File: src/rtl/app_tst_pkg.sv
// Shared state encoding, phase indices and mode constants for the SGDMA test sequencer.
package app_tst_pkg;

  typedef enum logic [2:0] {
    ST_INIT    = 3'd0,
    ST_USR_RW  = 3'd1,
    ST_CFG_RW  = 3'd2,
    ST_DMA0_RW = 3'd3,
    ST_DMA1_RW = 3'd4,
    ST_STREAM  = 3'd5,
    ST_DONE    = 3'd6
  } state_t;

  typedef enum logic {
    DIR_H2C = 1'b0,
    DIR_C2H = 1'b1
  } dir_t;

  localparam int PH_USR     = 0;
  localparam int PH_CFG     = 1;
  localparam int PH_DMA0    = 2;
  localparam int PH_DMA1    = 3;
  localparam int NUM_PHASES = 4;

  localparam logic [1:0] MD_LOOPBACK = 2'b11;

  // Register phases occupy consecutive encodings starting at ST_USR_RW.
  function automatic logic [1:0] phase_idx(input state_t s);
    logic [2:0] d;
    d = 3'(s) - 3'd1;
    return d[1:0];
  endfunction

  function automatic logic is_reg_phase(input state_t s);
    return (s == ST_USR_RW) || (s == ST_CFG_RW) || (s == ST_DMA0_RW) || (s == ST_DMA1_RW);
  endfunction

endpackage

File: src/rtl/app_tst_slice_arb.sv
// Streaming-phase arbiter: loopback run or H2C/C2H time slices with a break-before-make gap.
// Build macro APP_TST_STAT_EN adds saturating grant-cycle counters.
module app_tst_slice_arb
  import app_tst_pkg::*;
#(
  parameter int SLICE_LEN = 1024
) (
  input  logic        usr_clk,
  input  logic        usr_rst_n,
  input  logic        active,
  input  logic [1:0]  md,
  input  logic        h2c_run,
  input  logic        c2h_run,
`ifdef APP_TST_STAT_EN
  input  logic        stat_clr,
  output logic [31:0] stat_h2c_cyc,
  output logic [31:0] stat_c2h_cyc,
`endif
  output logic        h2c_gnt,
  output logic        c2h_gnt,
  output logic        lp_run
);

  localparam logic [15:0] SLICE_LAST = 16'(SLICE_LEN - 1);

  dir_t        prio, prio_nxt, sel;
  logic [15:0] cnt, cnt_nxt;
  logic        h2c_req, c2h_req, cur_req, oth_req;
  logic        h2c_nxt, c2h_nxt, lp_nxt;

  always_comb begin
    h2c_req  = ~md[1] & h2c_run;
    c2h_req  = ~md[0] & c2h_run;
    cur_req  = 1'b0;
    oth_req  = 1'b0;
    sel      = DIR_H2C;
    h2c_nxt  = 1'b0;
    c2h_nxt  = 1'b0;
    lp_nxt   = 1'b0;
    prio_nxt = prio;
    cnt_nxt  = cnt;
    if (!active || (md == MD_LOOPBACK) || lp_run) begin
      // Loopback only rises once both grants are already low.
      prio_nxt = DIR_H2C;
      cnt_nxt  = '0;
      lp_nxt   = active & (md == MD_LOOPBACK) & ~(h2c_gnt | c2h_gnt);
    end else if (h2c_gnt || c2h_gnt) begin
      cur_req = h2c_gnt ? h2c_req : c2h_req;
      oth_req = h2c_gnt ? c2h_req : h2c_req;
      if (!cur_req || ((cnt == SLICE_LAST) && oth_req)) begin
        prio_nxt = h2c_gnt ? DIR_C2H : DIR_H2C;
      end else begin
        h2c_nxt = h2c_gnt;
        c2h_nxt = c2h_gnt;
        cnt_nxt = (cnt == SLICE_LAST) ? '0 : cnt + 16'd1;
      end
    end else if (h2c_req || c2h_req) begin
      if (prio == DIR_H2C) sel = h2c_req ? DIR_H2C : DIR_C2H;
      else                 sel = c2h_req ? DIR_C2H : DIR_H2C;
      h2c_nxt  = (sel == DIR_H2C);
      c2h_nxt  = (sel == DIR_C2H);
      prio_nxt = sel;
      cnt_nxt  = '0;
    end
  end

  always_ff @(posedge usr_clk or negedge usr_rst_n) begin
    if (!usr_rst_n) begin
      h2c_gnt <= 1'b0;
      c2h_gnt <= 1'b0;
      lp_run  <= 1'b0;
      prio    <= DIR_H2C;
      cnt     <= '0;
    end else begin
      h2c_gnt <= h2c_nxt;
      c2h_gnt <= c2h_nxt;
      lp_run  <= lp_nxt;
      prio    <= prio_nxt;
      cnt     <= cnt_nxt;
    end
  end

`ifdef APP_TST_STAT_EN
  always_ff @(posedge usr_clk or negedge usr_rst_n) begin
    if (!usr_rst_n) begin
      stat_h2c_cyc <= '0;
      stat_c2h_cyc <= '0;
    end else if (stat_clr) begin
      stat_h2c_cyc <= '0;
      stat_c2h_cyc <= '0;
    end else begin
      if (h2c_gnt && (stat_h2c_cyc != '1)) stat_h2c_cyc <= stat_h2c_cyc + 32'd1;
      if (c2h_gnt && (stat_c2h_cyc != '1)) stat_c2h_cyc <= stat_c2h_cyc + 32'd1;
    end
  end
`endif

endmodule

File: src/rtl/app_tst_sched.sv
// SGDMA test sequencer: power-on delay, four watchdogged register phases, then streaming.
// Build macro APP_TST_STAT_EN adds stat_h2c_cyc_o / stat_c2h_cyc_o.
module app_tst_sched
  import app_tst_pkg::*;
#(
  parameter int INIT_DLY  = 4010,
  parameter int PHASE_TMO = 50000,
  parameter int SLICE_LEN = 1024
) (
  input  logic        usr_clk,
  input  logic        usr_rst_n,
  input  logic        start_i,
  input  logic        stop_i,
  input  logic [1:0]  usr_lp0rw_md_i,
  input  logic        m0_axis_h2c_run_i,
  input  logic        s0_axis_c2h_run_i,
  input  logic [3:0]  phase_done_i,
  input  logic [3:0]  phase_err_i,
  output logic        usr_regrw_run_o,
  output logic        cfg_regrw_run_o,
  output logic [1:0]  dma_regrw_run_o,
  output logic        usr_h2c0w_run_o,
  output logic        usr_c2h0r_run_o,
  output logic        usr_lp0rw_run_o,
  output logic        busy_o,
  output logic        done_o,
  output logic [3:0]  err_o,
  output logic [3:0]  tmo_o,
  output logic [2:0]  state_o
`ifdef APP_TST_STAT_EN
  ,
  output logic [31:0] stat_h2c_cyc_o,
  output logic [31:0] stat_c2h_cyc_o
`endif
);

  localparam logic [15:0] INIT_LAST = 16'(INIT_DLY - 1);
  localparam logic [15:0] TMO_LAST  = 16'(PHASE_TMO - 1);

  state_t                  state, state_nxt;
  logic [15:0]             cnt;
  logic                    in_phase, ph_done, ph_tmo, start_ok;
  logic [1:0]              ph;
  logic [NUM_PHASES-1:0]   run_nxt;

  always_comb begin
    state_nxt = state;
    in_phase  = is_reg_phase(state);
    ph        = phase_idx(state);
    ph_done   = in_phase & phase_done_i[ph];
    ph_tmo    = in_phase & (cnt == TMO_LAST);
    start_ok  = 1'b0;
    unique case (state)
      ST_INIT:    if (cnt == INIT_LAST) state_nxt = ST_USR_RW;
      ST_USR_RW, ST_CFG_RW, ST_DMA0_RW, ST_DMA1_RW:
                  if (ph_done || ph_tmo) state_nxt = state_t'(3'(state) + 3'd1);
      ST_STREAM:  if (stop_i) state_nxt = ST_DONE;
      ST_DONE: begin
        if (start_i) begin
          state_nxt = ST_INIT;
          start_ok  = 1'b1;
        end
      end
      default:    state_nxt = ST_INIT;
    endcase
  end

  // Run outputs are registered from the next state so they track the state register exactly.
  always_comb begin
    run_nxt          = '0;
    run_nxt[PH_USR]  = (state_nxt == ST_USR_RW);
    run_nxt[PH_CFG]  = (state_nxt == ST_CFG_RW);
    run_nxt[PH_DMA0] = (state_nxt == ST_DMA0_RW);
    run_nxt[PH_DMA1] = (state_nxt == ST_DMA1_RW);
  end

  always_ff @(posedge usr_clk or negedge usr_rst_n) begin
    if (!usr_rst_n) state <= ST_INIT;
    else            state <= state_nxt;
  end

  // One counter serves both the INIT delay and the per-phase watchdog; it restarts on every state change.
  always_ff @(posedge usr_clk or negedge usr_rst_n) begin
    if (!usr_rst_n)                                               cnt <= '0;
    else if ((state_nxt != state) || !(in_phase || state == ST_INIT)) cnt <= '0;
    else                                                          cnt <= cnt + 16'd1;
  end

  always_ff @(posedge usr_clk or negedge usr_rst_n) begin
    if (!usr_rst_n) begin
      err_o <= '0;
      tmo_o <= '0;
    end else if (start_ok) begin
      err_o <= '0;
      tmo_o <= '0;
    end else if (ph_done) begin
      err_o[ph] <= err_o[ph] | phase_err_i[ph];
    end else if (ph_tmo) begin
      err_o[ph] <= 1'b1;
      tmo_o[ph] <= 1'b1;
    end
  end

  always_ff @(posedge usr_clk or negedge usr_rst_n) begin
    if (!usr_rst_n) begin
      usr_regrw_run_o <= 1'b0;
      cfg_regrw_run_o <= 1'b0;
      dma_regrw_run_o <= '0;
      busy_o          <= 1'b0;
      done_o          <= 1'b0;
    end else begin
      usr_regrw_run_o <= run_nxt[PH_USR];
      cfg_regrw_run_o <= run_nxt[PH_CFG];
      dma_regrw_run_o <= {run_nxt[PH_DMA1], run_nxt[PH_DMA0]};
      busy_o          <= (state_nxt != ST_DONE);
      done_o          <= (state_nxt == ST_DONE);
    end
  end

  assign state_o = state;

  app_tst_slice_arb #(
    .SLICE_LEN (SLICE_LEN)
  ) u_arb (
    .usr_clk      (usr_clk),
    .usr_rst_n    (usr_rst_n),
    .active       (state_nxt == ST_STREAM),
    .md           (usr_lp0rw_md_i),
    .h2c_run      (m0_axis_h2c_run_i),
    .c2h_run      (s0_axis_c2h_run_i),
`ifdef APP_TST_STAT_EN
    .stat_clr     (start_ok),
    .stat_h2c_cyc (stat_h2c_cyc_o),
    .stat_c2h_cyc (stat_c2h_cyc_o),
`endif
    .h2c_gnt      (usr_h2c0w_run_o),
    .c2h_gnt      (usr_c2h0r_run_o),
    .lp_run       (usr_lp0rw_run_o)
  );

endmodule

File: config.mk
export PLATFORM = sky130hd
export DESIGN_NAME = app_tst_sched
export DESIGN_NICKNAME = d
export VERILOG_FILES = /design/src/rtl/app_tst_pkg.sv /design/src/rtl/app_tst_slice_arb.sv /design/src/rtl/app_tst_sched.sv
export SDC_FILE = /design/constraint.sdc
export NUM_CORES = 1
export LEC_CHECK = 0
export CAP_MARGIN = 20
export CORE_MARGIN = 2
export CORE_UTILIZATION = 60
export DETAILED_ROUTE_END_ITERATION = 8
export GPL_TIMING_DRIVEN = 0
export PLACE_DENSITY = 0.84
export SYNTH_ARGS = -nofsm -noshare
export SYNTH_HDL_FRONTEND = slang
export SYNTH_SLANG_ARGS = --single-unit
File: constraint.sdc
create_clock -name usr_clk -period 5.7 [get_ports usr_clk]
set_input_delay 0.57 -clock usr_clk [delete_from_list [all_inputs] [get_ports usr_clk]]
set_output_delay 0.57 -clock usr_clk [all_outputs]
set_load 0.01 [all_outputs]
; ---- Word-level counts from Yosys, hierarchy flattened
; Cells that the tools add are included.
[totals]
ramBits = 0
out_inout_bits = 20
mem_bits_ro = 0
elab_cells = 128
latchBits = 0
input_bits = 16
ff_bits = 53
mem_count = 0
[op_classes]
n_shift = 0
n_addsub = 4
reduce_logical = 24
n_lt_le_gt_ge = 2
eq_ne = 21
n_mul = 0
mux = 49
div = 0
bitwise_logic = 14
[ops]
columns = operator, n
row1 = 16-bit two-way mux, 6
row2 = "16-bit by 1-bit adder with 16-bit output, second input constant", 2
row3 = 1-bit two-way mux, 27
row4 = 4-bit two-way mux, 6
row5 = "3-bit equality test, second input constant", 6
row6 = "16-bit by 10-bit equality test with 1-bit output, second input constant", 1
row7 = "16-bit by 12-bit equality test with 1-bit output, second input constant", 1
row8 = "16-bit equality test, second input constant", 1
row9 = "3-bit by 2-bit equality test with 1-bit output, second input constant", 4
row10 = 3-bit two-way mux, 4
row11 = 3-bit one-hot mux with 4 select lines, 1
row12 = 1-bit logical OR, 11
row13 = 4-bit OR, 2
row14 = 1-bit AND, 6
row15 = 1-bit binary-select mux with 2-bit select, 3
row16 = "3-bit by 1-bit equality test with 1-bit output, second input constant", 2
row17 = "3-bit by 2-bit != test with 1-bit output, second input constant", 2
row18 = 2-bit AND reduction, 3
row19 = 3-bit nonzero test, 2
row20 = 4-bit bitwise mux, 1
row21 = 1-bit inverter, 4
row22 = 4-bit OR reduction, 1
row23 = "3-bit by 1-bit adder with 3-bit output, second input constant", 1
row24 = 1-bit logical NOT, 3
row25 = 12 further kinds, 14

; ---- Depth between registers and ports, before layout
[depth]
ltp_word = 17
mapped_depth = 11

; ---- Cells and area by module
; A second synthesis with hierarchy kept.
[hier_totals]
hier_cells = 358
hier_area_um2 = 3415.8
[by_module_without_submodules]
columns = mod, cells_per_inst, area_per_inst_um2, seq_area_each_um2, instances
row1 = app_tst_sched, 200, 2040.7, 825.8, 1
row2 = app_tst_slice_arb, 158, 1375.1, 500.5, 1

; ---- Worst setup path after synthesis
; No wires, ideal clock.
[synth_path]
kind = register to register
start = register state[0] (netlist: state_o[0])
end = register u_arb.h2c_gnt
n_path_buf = 2
t_required_ps = 5599
stages_incl_launch_ff = 12
period_less_slack_ps = 2930
path_slack_ps = 2770
arrival_time_ps = 2829
path_cell_list = dfrtp_1 clkbuf_1 inv_1 ha_1 mux2i_1 mux2i_1 nor2_2 mux2_2 inv_1 nand3b_1 buf_2 nor4_1
[synth_via]
elab_chain_len = 13
[synth_lines]
columns = element, line_no
row1 = from (decl), app_tst_sched.sv:40  ; state_t state, state_nxt;
row2 = from (signal assigned), app_tst_sched.sv:79  ; else state <= state_nxt;
row3 = "parallel branches: the longest is 7 deep, another holds 2-bit by 1-bit subtractor with 2-bit output", n/a
row4 = 3-bit one-hot mux with 4 select lines (*), app_tst_sched.sv:53  ; unique case (state)
row5 = net state_nxt[2], app_tst_sched.sv:40
row6 = 3-bit equality test (*), app_tst_sched.sv:127  ; .active (state_nxt == ST_STREAM),
row7 = 1-bit logical NOT (*), app_tst_slice_arb.sv:42  ; if (!active || (md == MD_LOOPBACK) || lp_run) begin
row8 = 1-bit logical OR (*) (2 in series), app_tst_slice_arb.sv:42
row9 = 3-bit by 2-bit != test with 1-bit output (no source line) / 1-bit two-way mux (equally long branches), n/a
row10 = to (signal assigned), app_tst_slice_arb.sv:75  ; h2c_gnt <= h2c_nxt;
row11 = to (decl), app_tst_slice_arb.sv:19  ; output logic h2c_gnt,
; Mark *: on every way through the listed nets, which the timed path passes. The select of a mux whose other input is x is not followed.
; A chain may end at the register's enable or synchronous reset.

; ---- Worst setup path in the final report
; Ends and elaborated chain as after synthesis.

==> flow_results.org <==
** Routing
- Per-cell routed wire length :: 16.1 um
- Vias per cell :: 6.24
- Vias after detailed routing :: 2,912
- Total routed wirelength :: 7520 um
- In this run the remaining antenna-violating nets after routing total 0.
- Length of the first detailed-routing pass in iterations :: 4
- In the routed design, unresolved DRC markers number 0.
- Iter 0 DRT Violations :: 275

** GRT
- Total routing resource utilization after global routing :: 26.5%
- Largest net degree at the start of global routing :: 37
- The number of global-route vias before repair came to 2,717.
- The number of antenna violations at the first check in global routing is 0.
- Global-route congestion overflow total :: 0
- The first global-routing pass estimated 12,700 um of wire.

** Cells and area
- Commonest cells after routing, fill and taps aside :: sky130_fd_sc_hd__dfrtp_1, sky130_fd_sc_hd__nor2_1, sky130_fd_sc_hd__clkdlybuf4s50_1
- Number of fillers in the final layout :: 382
- Once layout is done, the placed cells without fillers occupy 0.00374 mm2.
- Total inserted antenna cells :: 0
- For this run, the post-layout net count is 424.
- Ratio of cells with drive above 1 in the final layout :: 7.05%
- Relative to the synthesized area, the layout overhead comes to 18.5%.
- The library cell used most frequently in the layout, excluding fill and tap cells, is sky130_fd_sc_hd__dfrtp_1.

** Clock tree
- Clock-pin slew was measured on the worst setup and hold paths at 100 ps.
- H-tree levels :: 2
- Clock tree from TritonCTS :: yes
- Clock buffer count from CTS :: 5
- Post-CTS Resized :: 0
- Buffer count from post-CTS setup fixing :: 0
- The tree is rooted in a sky130_fd_sc_hd__clkbuf_8.
- Number of hold-repair buffers added at the cts stage :: 0
- For this design, the sink count on the clock tree is 53.
- Clock latency on the worst-skew pair :: 320 ps
- Maximum clock insertion buffer count :: 2

** Power
- After layout, the design draws a total of 0.00141 W.
- The analysis attributes to cell leakage a power of 1.50 nW.
- The worst-case IR drop observed on VDD is 329 uV.
- Areal power density over the cells :: 377 mW/mm2

** Critical path
- CP Capture Type :: register
- Number of cells on the worst reg-to-reg path :: 11
- Crit path max fanout :: 10
- For the worst setup path, the data required time is 5910 ps.
- Worst r2r src :: state_o[0]$_DFF_PN0_
- Type of element launching the critical path :: register
- The setup check on the worst reg-to-reg path leaves a slack of 2160 ps.
- The endpoint identified for the worst register-to-register timing path is u_arb.h2c_gnt$_DFFE_PN0P_.
- Critical path class :: reg2reg
- Data arrives at the worst endpoint at 3750 ps.

** Logic synthesis
- Synthesized flop and latch total :: 53
- Post-synth EDFFs :: 0
- Top cells by area, synth :: sky130_fd_sc_hd__dfrtp_1, sky130_fd_sc_hd__a21oi_1, sky130_fd_sc_hd__ha_1
- Async SR Flop Fraction :: 100%
- Portion of the post-synthesis area used by sequential elements :: 42.0%
- After synthesis, the largest area contributor takes up 42.0% of total cell area.
- Post-synthesis instance area :: 0.00316 mm2
- A synthesized cell averages 8.97 um2.
- Cell count after synthesis :: 352
- Library cell with the largest summed area after synthesis :: sky130_fd_sc_hd__dfrtp_1
- Among all flip-flop cells after synthesis, the most frequent one is sky130_fd_sc_hd__dfrtp_1.
- YS warnings :: 0
- Synthesis produced a netlist with a net count of 380.
- Post-synthesis cell type count :: 58

** Placement
- Before CTS, the worst setup slack after placement is 2240 ps.
- In this run the tool buffered the top-level ports with 35 buffer cells.
- In this run the cell area measured after placement is 0.00361 mm2.
- The wire-length estimate of the detail-placed layout is 5470 um.
- Placer Congestion :: 0.915

** Floorplan
- During I/O placement, the number of pins put on the boundary was 36.
- Initial core utilization :: 61.8%
- Die span in x :: 76.6 um
- Die Footprint :: 0.00586 mm2
- Placeable core area :: 0.00511 mm2
- Die Span Y :: 76.6 um
- Row cnt :: 26

** Timing
- After layout, the worst path uses 62.1% of the clock period.
- Time the worst path needs with I/O delays and setup :: 3540 ps
- Unrepaired setup endpoints after global routing :: false
- Layout Skew :: 10.3 ps
- Total Negative Setup Slacks :: 0 ps
- For the pin with the worst max-slew slack, the measured transition is 586 ps.
- Max_slew headroom :: 60.7%
- Setup violations remaining at the end of the flow were counted as 0.
- Based on the critical path, the design can be clocked at up to 283 MHz.
- Once routing completed, OpenROAD measured the worst setup slack at 2160 ps.
- Count of final max-slew check failures :: 0
- The hold violation total from the final report was 0.

** Job
- Max Cap Violations :: 0

** Worst hold path
- The worst hold path belongs to the class in2async.

** Run status
- The flow ran to the end, and the final reports show no timing, DRC or antenna violations.
metrics by stage:
stage               hold WS (ps)  cells  utilization, %
floorplan                    274    352               -
finish                       185    467            73.3
global route                 215    467            73.3
global placement             481    457            70.4
detailed placement           492    458            70.7
CTS                          189    466            73.1
per-layer routing:
layer	GRT usage (%)	up-vias	wire, um
met5	0	-	0
met4	8.55	0	141
met3	4.74	12	424
met1	36.9	1410	3430
met2	42.3	109	3520
li1	-	1381	-
state kept, by name, indices dropped and copies added (netlist names):
name	flops
usr_regrw_run_o	1
err_o	4
dma_regrw_run_o	2
u_arb.prio	1
done_o	1
u_arb.h2c_gnt	1
u_arb.lp_run	1
cfg_regrw_run_o	1
u_arb.cnt	16
u_arb.c2h_gnt	1
tmo_o	4
cnt	16
busy_o	1
state_o	3
power by group:
group          total [W]  internal [W]  switching [W]
registers       0.000460      0.000419      0.0000408
clock network   0.000271      0.000143       0.000128
logic           0.000681      0.000263       0.000418
total            0.00141      0.000825       0.000586
worst max path at each step:
stage                                    start                        end  slack (ps)  cells after the start
after floorplan           state_o[0]$_DFF_PN0_  u_arb.h2c_gnt$_DFFE_PN0P_        2770                     11
after global placement    state_o[0]$_DFF_PN0_          cnt[14]$_DFF_PN0_        2290                     11
after detailed placement  state_o[0]$_DFF_PN0_  u_arb.h2c_gnt$_DFFE_PN0P_        2240                     11
after CTS                 state_o[0]$_DFF_PN0_  u_arb.h2c_gnt$_DFFE_PN0P_        2220                     11
after global routing      state_o[0]$_DFF_PN0_          cnt[14]$_DFF_PN0_        1900                     11
final                     state_o[0]$_DFF_PN0_  u_arb.h2c_gnt$_DFFE_PN0P_        2160                     11
logic make-up after synthesis:
family / Yosys count / share of synthesized area (%)
simple gates: 172 / 29.1
mux: 5 / 1.66
xor+xnor: 15 / 4.16
compound gates: 76 / 15.8
fa+ha+maj: 12 / 4.75
buf+inv: 19 / 2.58
flops: 53 / 42.0
synthesized netlist by cell type (2+ instances only):
library cell / number
sky130_fd_sc_hd__a211oi_1: 9
sky130_fd_sc_hd__a21oi_1: 30
sky130_fd_sc_hd__a22oi_1: 2
sky130_fd_sc_hd__a31o_2: 3
sky130_fd_sc_hd__a31oi_1: 9
sky130_fd_sc_hd__and2_1: 2
sky130_fd_sc_hd__and3_1: 7
sky130_fd_sc_hd__and4bb_2: 2
sky130_fd_sc_hd__buf_2: 2
sky130_fd_sc_hd__clkbuf_1: 8
sky130_fd_sc_hd__dfrtp_1: 53
sky130_fd_sc_hd__ha_1: 12
sky130_fd_sc_hd__inv_1: 7
sky130_fd_sc_hd__mux2_2: 2
sky130_fd_sc_hd__mux2i_1: 3
sky130_fd_sc_hd__nand2_1: 28
sky130_fd_sc_hd__nand2b_1: 9
sky130_fd_sc_hd__nand3_1: 14
sky130_fd_sc_hd__nand3b_1: 6
sky130_fd_sc_hd__nand4_1: 6
sky130_fd_sc_hd__nor2_1: 39
sky130_fd_sc_hd__nor2b_1: 3
sky130_fd_sc_hd__nor3_1: 27
sky130_fd_sc_hd__nor3b_1: 2
sky130_fd_sc_hd__nor4_1: 5
sky130_fd_sc_hd__nor4bb_1: 3
sky130_fd_sc_hd__o21ai_0: 7
sky130_fd_sc_hd__o22ai_1: 2
sky130_fd_sc_hd__or2_2: 2
sky130_fd_sc_hd__or3_1: 7
sky130_fd_sc_hd__xnor2_1: 5
sky130_fd_sc_hd__xor2_1: 10
worst max-delay path, cell delays in order, from the launching register on:
cell,delay (ps)
sky130_fd_sc_hd__dfrtp_1,460
sky130_fd_sc_hd__clkbuf_1,380
sky130_fd_sc_hd__inv_1,230
sky130_fd_sc_hd__ha_1,470
sky130_fd_sc_hd__mux2i_1,350
sky130_fd_sc_hd__mux2i_1,160
sky130_fd_sc_hd__nor2_2,220
sky130_fd_sc_hd__mux2_2,420
sky130_fd_sc_hd__inv_1,120
sky130_fd_sc_hd__nand3b_1,100
sky130_fd_sc_hd__buf_2,210
sky130_fd_sc_hd__nor4_1,320
area by class of cell:
class                           instances  area [um2]  share of cell area, %
Tap cell                               70        87.6                   2.34
Clock buffer                            6        82.6                   2.21
Inverter                                7        26.3                  0.702
Multi-Input combinational cell        280        1750                   46.8
Clock inverter                          2        37.5                   1.00
Sequential cell                        53        1330                   35.4
Buffer                                 12        55.1                   1.47
Timing Repair Buffer                   37         378                   10.1
(Power assumes the default switching activity.)
